**src/rtl/demux_stream.sv**
```systemverilog
// rtl/demux_stream.sv - packet-aware 1-to-4 stream demultiplexer with one-entry output registers
//
// Purpose: routes each upstream packet to one of four output channels. The
//    channel is chosen by in_sel on the first beat of a packet and held for
//    the rest of the packet. Every channel has its own one-entry register, so
//    a stalled channel never blocks the draining of the others.
//
// Ports:
//    clk, rst_n              clock, asynchronous active-low reset
//    in_valid/in_ready       upstream handshake
//    in_data, in_sel, in_last upstream payload, destination, end-of-packet
//    out_valid/out_ready     per-channel downstream handshake (bit i = channel i)
//    out_data                channel i at bits [i*WIDTH +: WIDTH]
//    out_last                end-of-packet flag stored with each channel's beat
//    busy                    high while inside a multi-beat packet

module demux_stream #(
   parameter int WIDTH = 8,
   parameter int NOUT  = 4
) (
   input  logic                  clk,
   input  logic                  rst_n,
   input  logic                  in_valid,
   output logic                  in_ready,
   input  logic [WIDTH-1:0]      in_data,
   input  logic [1:0]            in_sel,
   input  logic                  in_last,
   output logic [NOUT-1:0]       out_valid,
   input  logic [NOUT-1:0]       out_ready,
   output logic [NOUT*WIDTH-1:0] out_data,
   output logic [NOUT-1:0]       out_last,
   output logic                  busy
);

   typedef enum logic {
      IDLE = 1'b0,
      PKT  = 1'b1
   } state_t;

   state_t          state;
   state_t          state_nxt;
   logic [1:0]      cur_sel;
   logic [1:0]      target;
   logic            accept;
   logic [NOUT-1:0] wr;

   // Inside a packet the latched channel wins; in_sel only matters on a first beat.
   assign target = (state == PKT) ? cur_sel : in_sel;

   // A full register that drains this cycle can take the next beat with no bubble.
   assign in_ready = !out_valid[target] || out_ready[target];
   assign accept   = in_valid && in_ready;

   always_comb begin
      wr = '0;
      if (accept) begin
         wr[target] = 1'b1;
      end
   end

   // State register
   always_ff @(posedge clk or negedge rst_n) begin
      if (!rst_n) begin
         state   <= IDLE;
         cur_sel <= 2'd0;
      end else begin
         state <= state_nxt;
         if (state == IDLE && accept && !in_last) begin
            cur_sel <= in_sel;
         end
      end
   end

   // Next-state logic
   always_comb begin
      state_nxt = state;
      case (state)
         IDLE:    if (accept && !in_last) state_nxt = PKT;
         PKT:     if (accept && in_last)  state_nxt = IDLE;
         default: state_nxt = IDLE;
      endcase
   end

   // Output logic
   always_comb begin
      busy = (state == PKT);
   end

   // Channel registers: a write always wins over a drain, so a simultaneous
   // drain and write leaves the channel valid with the new beat.
   always_ff @(posedge clk or negedge rst_n) begin
      if (!rst_n) begin
         out_valid <= '0;
         out_last  <= '0;
         out_data  <= '0;
      end else begin
         for (int i = 0; i < NOUT; i++) begin
            if (wr[i]) begin
               out_valid[i]                <= 1'b1;
               out_last[i]                 <= in_last;
               out_data[i*WIDTH +: WIDTH]  <= in_data;
            end else if (out_ready[i]) begin
               out_valid[i] <= 1'b0;
            end
         end
      end
   end

endmodule

```
**config.mk**
```make
export PLATFORM = sky130hd
export DESIGN_NAME = demux_stream
export DESIGN_NICKNAME = d
export VERILOG_FILES = /design/src/rtl/demux_stream.sv
export SDC_FILE = /design/constraint.sdc
export NUM_CORES = 1
export LEC_CHECK = 0
export ABC_CLOCK_PERIOD_IN_PS = 2200
export CAP_MARGIN = 20
export CORE_ASPECT_RATIO = 1.75
export CORE_UTILIZATION = 45
export DETAILED_ROUTE_END_ITERATION = 6
export PLACE_DENSITY = 0.79
export REMOVE_ABC_BUFFERS = 1
export SYNTH_ARGS = -nofsm -noshare
export SYNTH_HDL_FRONTEND = slang
export SYNTH_SLANG_ARGS = --single-unit
```
**constraint.sdc**
```tcl
create_clock -name clk -period 2.2 [get_ports clk]
set_clock_uncertainty 0.15 [all_clocks]
set_input_delay 0.44 -clock clk [delete_from_list [all_inputs] [get_ports clk]]
set_output_delay 0.44 -clock clk [all_outputs]
set_load 0.02 [all_outputs]
```
Yosys cells after proc, flatten, opt, wreduce, memory -nomap -nowiden
Cells that the tools add are included.
Widths: inputs -> output; s select.
Word-level totals
  register bits: 43
Cells by class
  magnitude comparators: 2
  multiplexer cells: 19
  bitwise gates (word level): 1
  reduce and logical (&&, ||, !) cells: 13
Operators with widths (count)
  $mux 1: 13
  $reduce_bool 2->1: 4
  $logic_and 1x1->1: 6
  $bmux 1 s2: 2
  $mux 4: 1
  $lt 2x3->1 const B: 1
  $demux 1 s2: 1
  $ge 2x1->1 const B: 1
  $logic_not 1->1: 2
  $mux 2: 1
  $pmux 1 s2: 1
  $logic_or 1x1->1: 1
  $not 1->1: 1

Longest topological paths before layout
Gate-level depths: netlist of the first run.
  word-level depth: 9
  mapped depth: 5
  gate-level depth less buffers: 4

Worst setup path before layout of the first run
Ideal clock, no wire load.
  path kind: register to output
  start point: register (tool-made name)
  end point: output in_ready
  data arrival time: 1579 ps
  slack: 31 ps
  cell stages (with the launch flop): 4
  cells stage by stage: dfrtp_1 mux2i_1 mux2i_1 mux2i_1
RTL lines
  to (decl): line 24  | output logic in_ready,

==> results of run 1 <==
[registers in the layout, summed over array words and instances, names as in the netlist, named ones only]
signal / flops
out_data: 32
out_last: 4
out_valid: 4
cur_sel: 2
[power by group]
part	switching [mW]	internal (mW)	total, mW
combinational	1.08	1.38	2.46
sequential	0.229	1.20	1.43
clock	0.229	0.211	0.441
[logic make-up after synthesis]
family,share of synthesized area
and+or+nand+nor,0.0715
muxes,0.300
DFF,0.603
AOI/OAI and AO/OA,0.0147
buffers and inverters,0.0112
[worst max-delay path, stage by stage, from the launching register on]
cell and delay (ns):
dfrtp_1 0.38, buf_4 0.16, mux2i_4 0.19, buf_6 0.14, nand2b_1 0.16, or3b_4 0.40
buf_6 0.16, mux2_4 0.30
[routing by layer]
metal | global-route usage | up-vias | routed length [µm]
li1 | - | 577 | -
met2 | 0.380 | 40 | 2310
met4 | 0.0961 | 0 | 64
met5 | 0 | - | 0
met1 | 0.237 | 639 | 1560
met3 | 0.0376 | 5 | 141
[final cells by class]
class                           instances  area share
Sequential cell                        43       0.398
Timing Repair Buffer                   84       0.288
Multi-Input combinational cell         66       0.264
Clock buffer                            6      0.0268
Tap cell                               48      0.0222
Inverter                                1     0.00139
[per-stage QoR]
stage	area [µm²]	power [mW]
after floorplan	1770	2.62
after global placement	2580	3.74
after detailed placement	2580	3.82
after CTS	2690	4.33
after global routing	2710	4.53
final	2710	4.32
[cells in the final DEF, fill, tap and decap left out]
cell             Yosys  routed
clkdlybuf4s50_1      0      55
dfrtp_1             43      43
mux2_2              29      29
buf_4                0      21
mux2_4               9       9
nand2b_1             5       5
mux2i_1              6       5
nand2_1              5       5
clkbuf_8             0       5
buf_6                1       3
mux2i_4              0       2
o22ai_1              2       2
nand4b_2             2       2
dlygate4sd2_1        0       2
buf_2                1       2
or3b_4               0       1
inv_1                1       1
or4b_2               1       1
and4bb_2             1       1
nor2_1               1       1
a21oi_1              1       1
nand4_2              1       1
a2bb2oi_1            1       1
clkbuf_1             0       1
dlygate4sd3_1        0       1
[final timing paths]
kind	cells past startpoint	endpoint	slack, ns
worst min-delay path	1	out_data[21]	0.36
worst max-delay path	7	out_data[29]	0.03
min in group asynchronous	2	out_data[27]	0.52
max in group asynchronous	3	out_data[25]	0.73
worst max register to register	7	out_data[29]	0.03
worst min register to register	1	out_data[21]	0.36
[repair_timing]
action / CTS / global route
gates resized for setup: 10 / 3
endpoints found under the setup margin: 11 / 8
hold buffers: 1 / 0
setup buffers: 2 / 0
hold endpoints to repair: 24 / 0
==> metrics.md, run 1 <==
| Metric | Value |
|---|---|
| Vias/cell | `5.08` |
| Maximum VDD drop | `1.04 mV` |
| Slew margin rel. | `0.647` |
| Non-Filler Instances | `248` |
| Pin count of the biggest net entering global routing | `26` |
| Synth Warn # | `0` |
| Routed via count | `1261` |
| Unrepaired setup endpoints after global routing | `true` |
| Row count | `30` |
| CP required | `2.22 ns` |
| Worst Setup End Kind | `register` |
| Async set or reset register ratio after synthesis | `1.00` |
| Die width | `49.6 µm` |
| Number of synthesized flops with an enable pin | `0` |
| Final Hold Viols | `0` |
| Netlist cell types | `19` |
| Share of cells above drive strength 1 | `0.385` |
| Final setup violation count | `0` |
| Avg Inst Size Synth | `15.9 µm²` |
| I/O pins | `60` |
| GR Util All Layers | `0.211` |
| Final-stage net count | `219` |
| Worst Path Max Fanout | `7` |
| Post-route setup slack | `0.0306 ns` |
| Fin Setup TNS | `0 ns` |
| Area of the multi-input gates | `713 µm²` |
| Total gr overflow | `0` |
| Leading area contributor after synthesis | `dfrtp_1` |
| Slew Limit Fails | `0` |
| Critical Path AT | `2.19 ns` |
| Fill count | `282` |
| Part of the cycle the worst path needs | `0.986` |
| P&R area growth vs syn | `51.5%` |
| Register area share after synthesis | `0.603` |
| Post-route DRC | `0` |
| WS Path Type | `register to register` |
| Worst-skew pair later-pin latency | `0.28 ns` |
| Maximum level of the CTS H-tree | `2` |
| Pre-Repair DR Iteration Count | `4` |
| Measured slew at the worst slew-check pin | `0.529 ns` |
| Core area | `3830 µm²` |
| Post-Syn Area | `1790 µm²` |
| CTS tree | `yes` |
| Worst-case clock buffer depth | `2` |
| Clock Sinks | `43` |
| PD cells | `1600 nW/µm²` |
| Synth area leaders | `dfrtp_1 60%, mux2_2 18%, mux2_4 7.6%` |
| Worst min path class | `register to register` |
| Initial antenna violation count | `0` |
| First-pass GRT wire length | `6.62 mm` |
| N_diodes | `0` |
| Dpl cells | `239` |
| Post-Route WL | `4.08 mm` |
| Die Height | `85.3 µm` |
| Util after Layout | `0.707` |
| Fmax | `461 MHz` |
| Clock Root Buffer | `clkbuf_8` |
| Die ar. | `4230 µm²` |
| Most used DFF post-synth | `dfrtp_1` |
| Min Hold Slack | `0.358 ns` |
| Initial Util | `0.466` |
| Status | `complete, no violations` |
| Register Area | `1080 µm²` |
| RePlAce Congestion | `0.840` |
| WL/cell | `16.4 µm` |
| Number of buffers created by CTS | `5` |
| DP Worst Slack | `-0.532 ns` |
| Top cell type's share of synthesized area | `0.603` |
| Max-cap check violation count | `0` |
| Leakage | `1.22 nW` |
| Hold Path Origin | `out_data[21]` |
| Worst setup SP type | `register` |
| Cells after Synth | `112` |
| DR iter-0 viols | `20` |
| #FFs+latches synth | `43` |
| Final ANT Viol Nets | `0` |
| Count of input and output buffers | `59` |
| Vias in the first global route | `1435` |
| Synth top cells by count | `43 x dfrtp_1, 29 x mux2_2, 9 x mux2_4, 6 x mux2i_1` |
| Clk slew on worst S/H paths | `0.07 ns` |
| Post-route minimum period | `2.17 ns` |
| Detail Placement HPWL | `2.99 mm` |
| Most common cell in the netlist | `dfrtp_1` |
Power figures use the tool's default switching activity.
==> run 2: changes to the inputs <==
DONT_BUFFER_PORTS = 1   (was not set)
PLACE_DENSITY = not set   (was 0.79)
==> run 2 against run 1 <==
Cell count shrank 28%. Sequential share of layout area grew 12 points. Die area is the same. Worst hold slack lost 0.27 ns. Global-route usage shrank 2.8 points. Register-to-register slack gained 0.05 ns. Worst setup slack gained 0.015 ns. Critical path type is now register to output port. Largest cell class unchanged.
==> metrics.md, run 2 (synthesized netlist as in run 1, its figures left out) <==
| Metric | Value |
|---|---|
| Fin Setup TNS | `0 ns (unchanged)` |
| Number of buffers created by CTS | `5 (unchanged)` |
| Register Area | `1080 µm² (+0.12%)` |
| Slew margin rel. | `0.710 (+0.0628)` |
| Area of the multi-input gates | `706 µm² (-1.1%)` |
| Die ar. | `4230 µm² (unchanged)` |
| Final ANT Viol Nets | `0 (unchanged)` |
| Tot Pwr | `3.52 mW (-19%)` |
| Worst Path Max Fanout | `6 (-1)` |
| Max-cap check violation count | `0 (unchanged)` |
| Worst-skew pair later-pin latency | `0.29 ns (about the same)` |
| First-pass GRT wire length | `5.68 mm (-14%)` |
| Leakage | `0.948 nW (-22%)` |
| Vias in the first global route | `1104 (-23%)` |
| Clock Sinks | `43 (unchanged)` |
| Final instance area | `2070 µm² (-24%)` |
| Final setup violation count | `0 (unchanged)` |
| Non-Filler Instances | `178 (-28%)` |
| Util after Layout | `0.540 (-0.166)` |
| Slew Limit Fails | `0 (unchanged)` |
| Worst-case clock buffer depth | `2 (unchanged)` |
| WS Path Type | `register to output port` |
| Maximum VDD drop | `0.780 mV (-25%)` |
| Hold Path Origin | `in_last` |
| CTS tree | `yes` |
| R2r endpoint | `out_data[27]` |
| Top flop regs | `out_data (32), out_last (4), out_valid (4)` |
| Clock Root Buffer | `clkbuf_8` |
| Status | `complete, no violations` |
| Fmax | `464 MHz (+0.67%)` |
| Top reg by flops | `out_data` |
| Hold path cells | `1 (unchanged)` |
| GR Util All Layers | `0.183 (-0.0281)` |
| I/O pins | `60 (unchanged)` |
| Clk slew on worst S/H paths | `0.08 ns (about the same)` |
| Row count | `30 (unchanged)` |
| Die width | `49.6 µm (unchanged)` |
| Total gr overflow | `0 (unchanged)` |
| Count of input and output buffers | `0 (-100%)` |
| Dpl cells | `165 (-31%)` |
| Commonest non-fill, non-tap cell in the layout | `dfrtp_1` |
| CP required | `1.61 ns (-0.61 ns)` |
| Max FFs per register | `32 (unchanged)` |
| Placement Cell Area | `1890 µm² (-27%)` |
| Initial Util | `0.466 (unchanged)` |
| P&R area growth vs syn | `15.8%` |
| Detail Placement HPWL | `2.46 mm (-18%)` |
| Post-route minimum period | `2.15 ns (-0.0145 ns)` |
| Critical Path AT | `1.56 ns (-0.63 ns)` |
| Unrepaired setup endpoints after global routing | `true` |
| Vias/cell | `5.54 (+9.1%)` |
| R2R setup slack | `0.08 ns (+0.05 ns)` |
| Final-stage net count | `147 (-33%)` |
| Worst Setup End Kind | `output port` |
| Die Height | `85.3 µm (unchanged)` |
| R2R depth | `6 (-1)` |
| PD cells | `1700 nW/µm² (+6.5%)` |
| Final Hold Viols | `0 (unchanged)` |
| Worst setup SP type | `register` |
| Maximum level of the CTS H-tree | `2 (unchanged)` |
| Post-Route WL | `3.44 mm (-16%)` |
| Pre-Repair DR Iteration Count | `4 (unchanged)` |
| Routed via count | `987 (-22%)` |
| Post-route DRC | `0 (unchanged)` |
| Worst min path class | `input port to register` |
| Initial antenna violation count | `0 (unchanged)` |
| RePlAce Congestion | `0.804 (-4.3%)` |
| WL/cell | `19.3 µm (+18%)` |
| DR iter-0 viols | `7 (-65%)` |
| N_diodes | `0 (unchanged)` |
| Share of cells above drive strength 1 | `0.508 (+0.123)` |
| Measured slew at the worst slew-check pin | `0.433 ns (-0.0958 ns)` |
| Commonest non-fill, non-tap cells in the layout | `42 x dfrtp_1, 29 x mux2_2, 9 x mux2_4, 9 x buf_4, 7 x clkbuf_8` |
| DP Worst Slack | `0.110 ns (+0.641 ns)` |
| Part of the cycle the worst path needs | `0.979 (-0.00660)` |
| Pin count of the biggest net entering global routing | `44 (+69%)` |
| Post-route setup slack | `0.0451 ns (+0.0145 ns)` |
| Min Hold Slack | `0.0838 ns (-0.275 ns)` |
| Fill count | `331 (+17%)` |
| Core area | `3830 µm² (unchanged)` |
run 2: cell types whose count changed in the layout (fill, tap and decap cells not counted), sizes merged:
| cell | delta |
|---|---|
| clkinvlp | +1 |
| clkbuf | +1 |
| dlygate4sd2 | -2 |
| buf | -15 |
| clkdlybuf4s50 | -55 |
run 2: layout make-up:
| cell class | instances | share of cell area |
|---|---|---|
| Tap cell | 48 | 0.0290 |
| Timing Repair Buffer | 12 | 0.0569 |
| Clock buffer | 7 | 0.0466 |
| Inverter | 1 | 0.00181 |
| Multi-Input combinational cell | 66 | 0.341 |
| Sequential cell | 43 | 0.521 |
| Clock inverter | 1 | 0.00363 |
run 2: worst max-delay path, stage by stage (launching register included):
cell and delay [ns]:
dfrtp_2 0.41, mux2i_1 0.21, buf_4 0.17, mux2i_2 0.23, mux2i_1 0.09, buf_4 0.16
run 2: per-layer routing:
| layer | vias to the layer above | routed length (µm) | GRT usage |
|---|---|---|---|
| met5 | - | 0 | 0 |
| met4 | 0 | 69 | 0.0779 |
| met3 | 8 | 235 | 0.0573 |
| met2 | 43 | 1790 | 0.308 |
| met1 | 503 | 1340 | 0.211 |
| li1 | 433 | - | - |
run 2: timing repair:
item / 4_1_cts / 5_1_grt
hold endpoints to repair: 43 / 0
hold buffers: 2 / 0
setup buffers: 2 / 1
pin swaps: 0 / 0
gates resized for setup: 3 / 1
endpoints found under the setup margin: 1 / 1
run 2: how the worst max path moves through the flow:
stage | from | to | slack, ns | depth (start not counted)
6_report | register | in_ready | 0.05 | 5
5_1_grt | register | in_ready | -0.05 | 5
4_1_cts | register | in_ready | 0.02 | 5
3_5_place_dp | register | cur_sel[1] | 0.11 | 4
3_3_place_gp | register | cur_sel[1] | 0.19 | 4
2_1_floorplan | register | in_ready | 0.03 | 3
run 2: power by group:
part           internal (mW)  total [mW]  switching (mW)
registers               1.19        1.96           0.761
clock network          0.285       0.542           0.257
logic                  0.638        1.02           0.386
total                   2.12        3.52            1.40
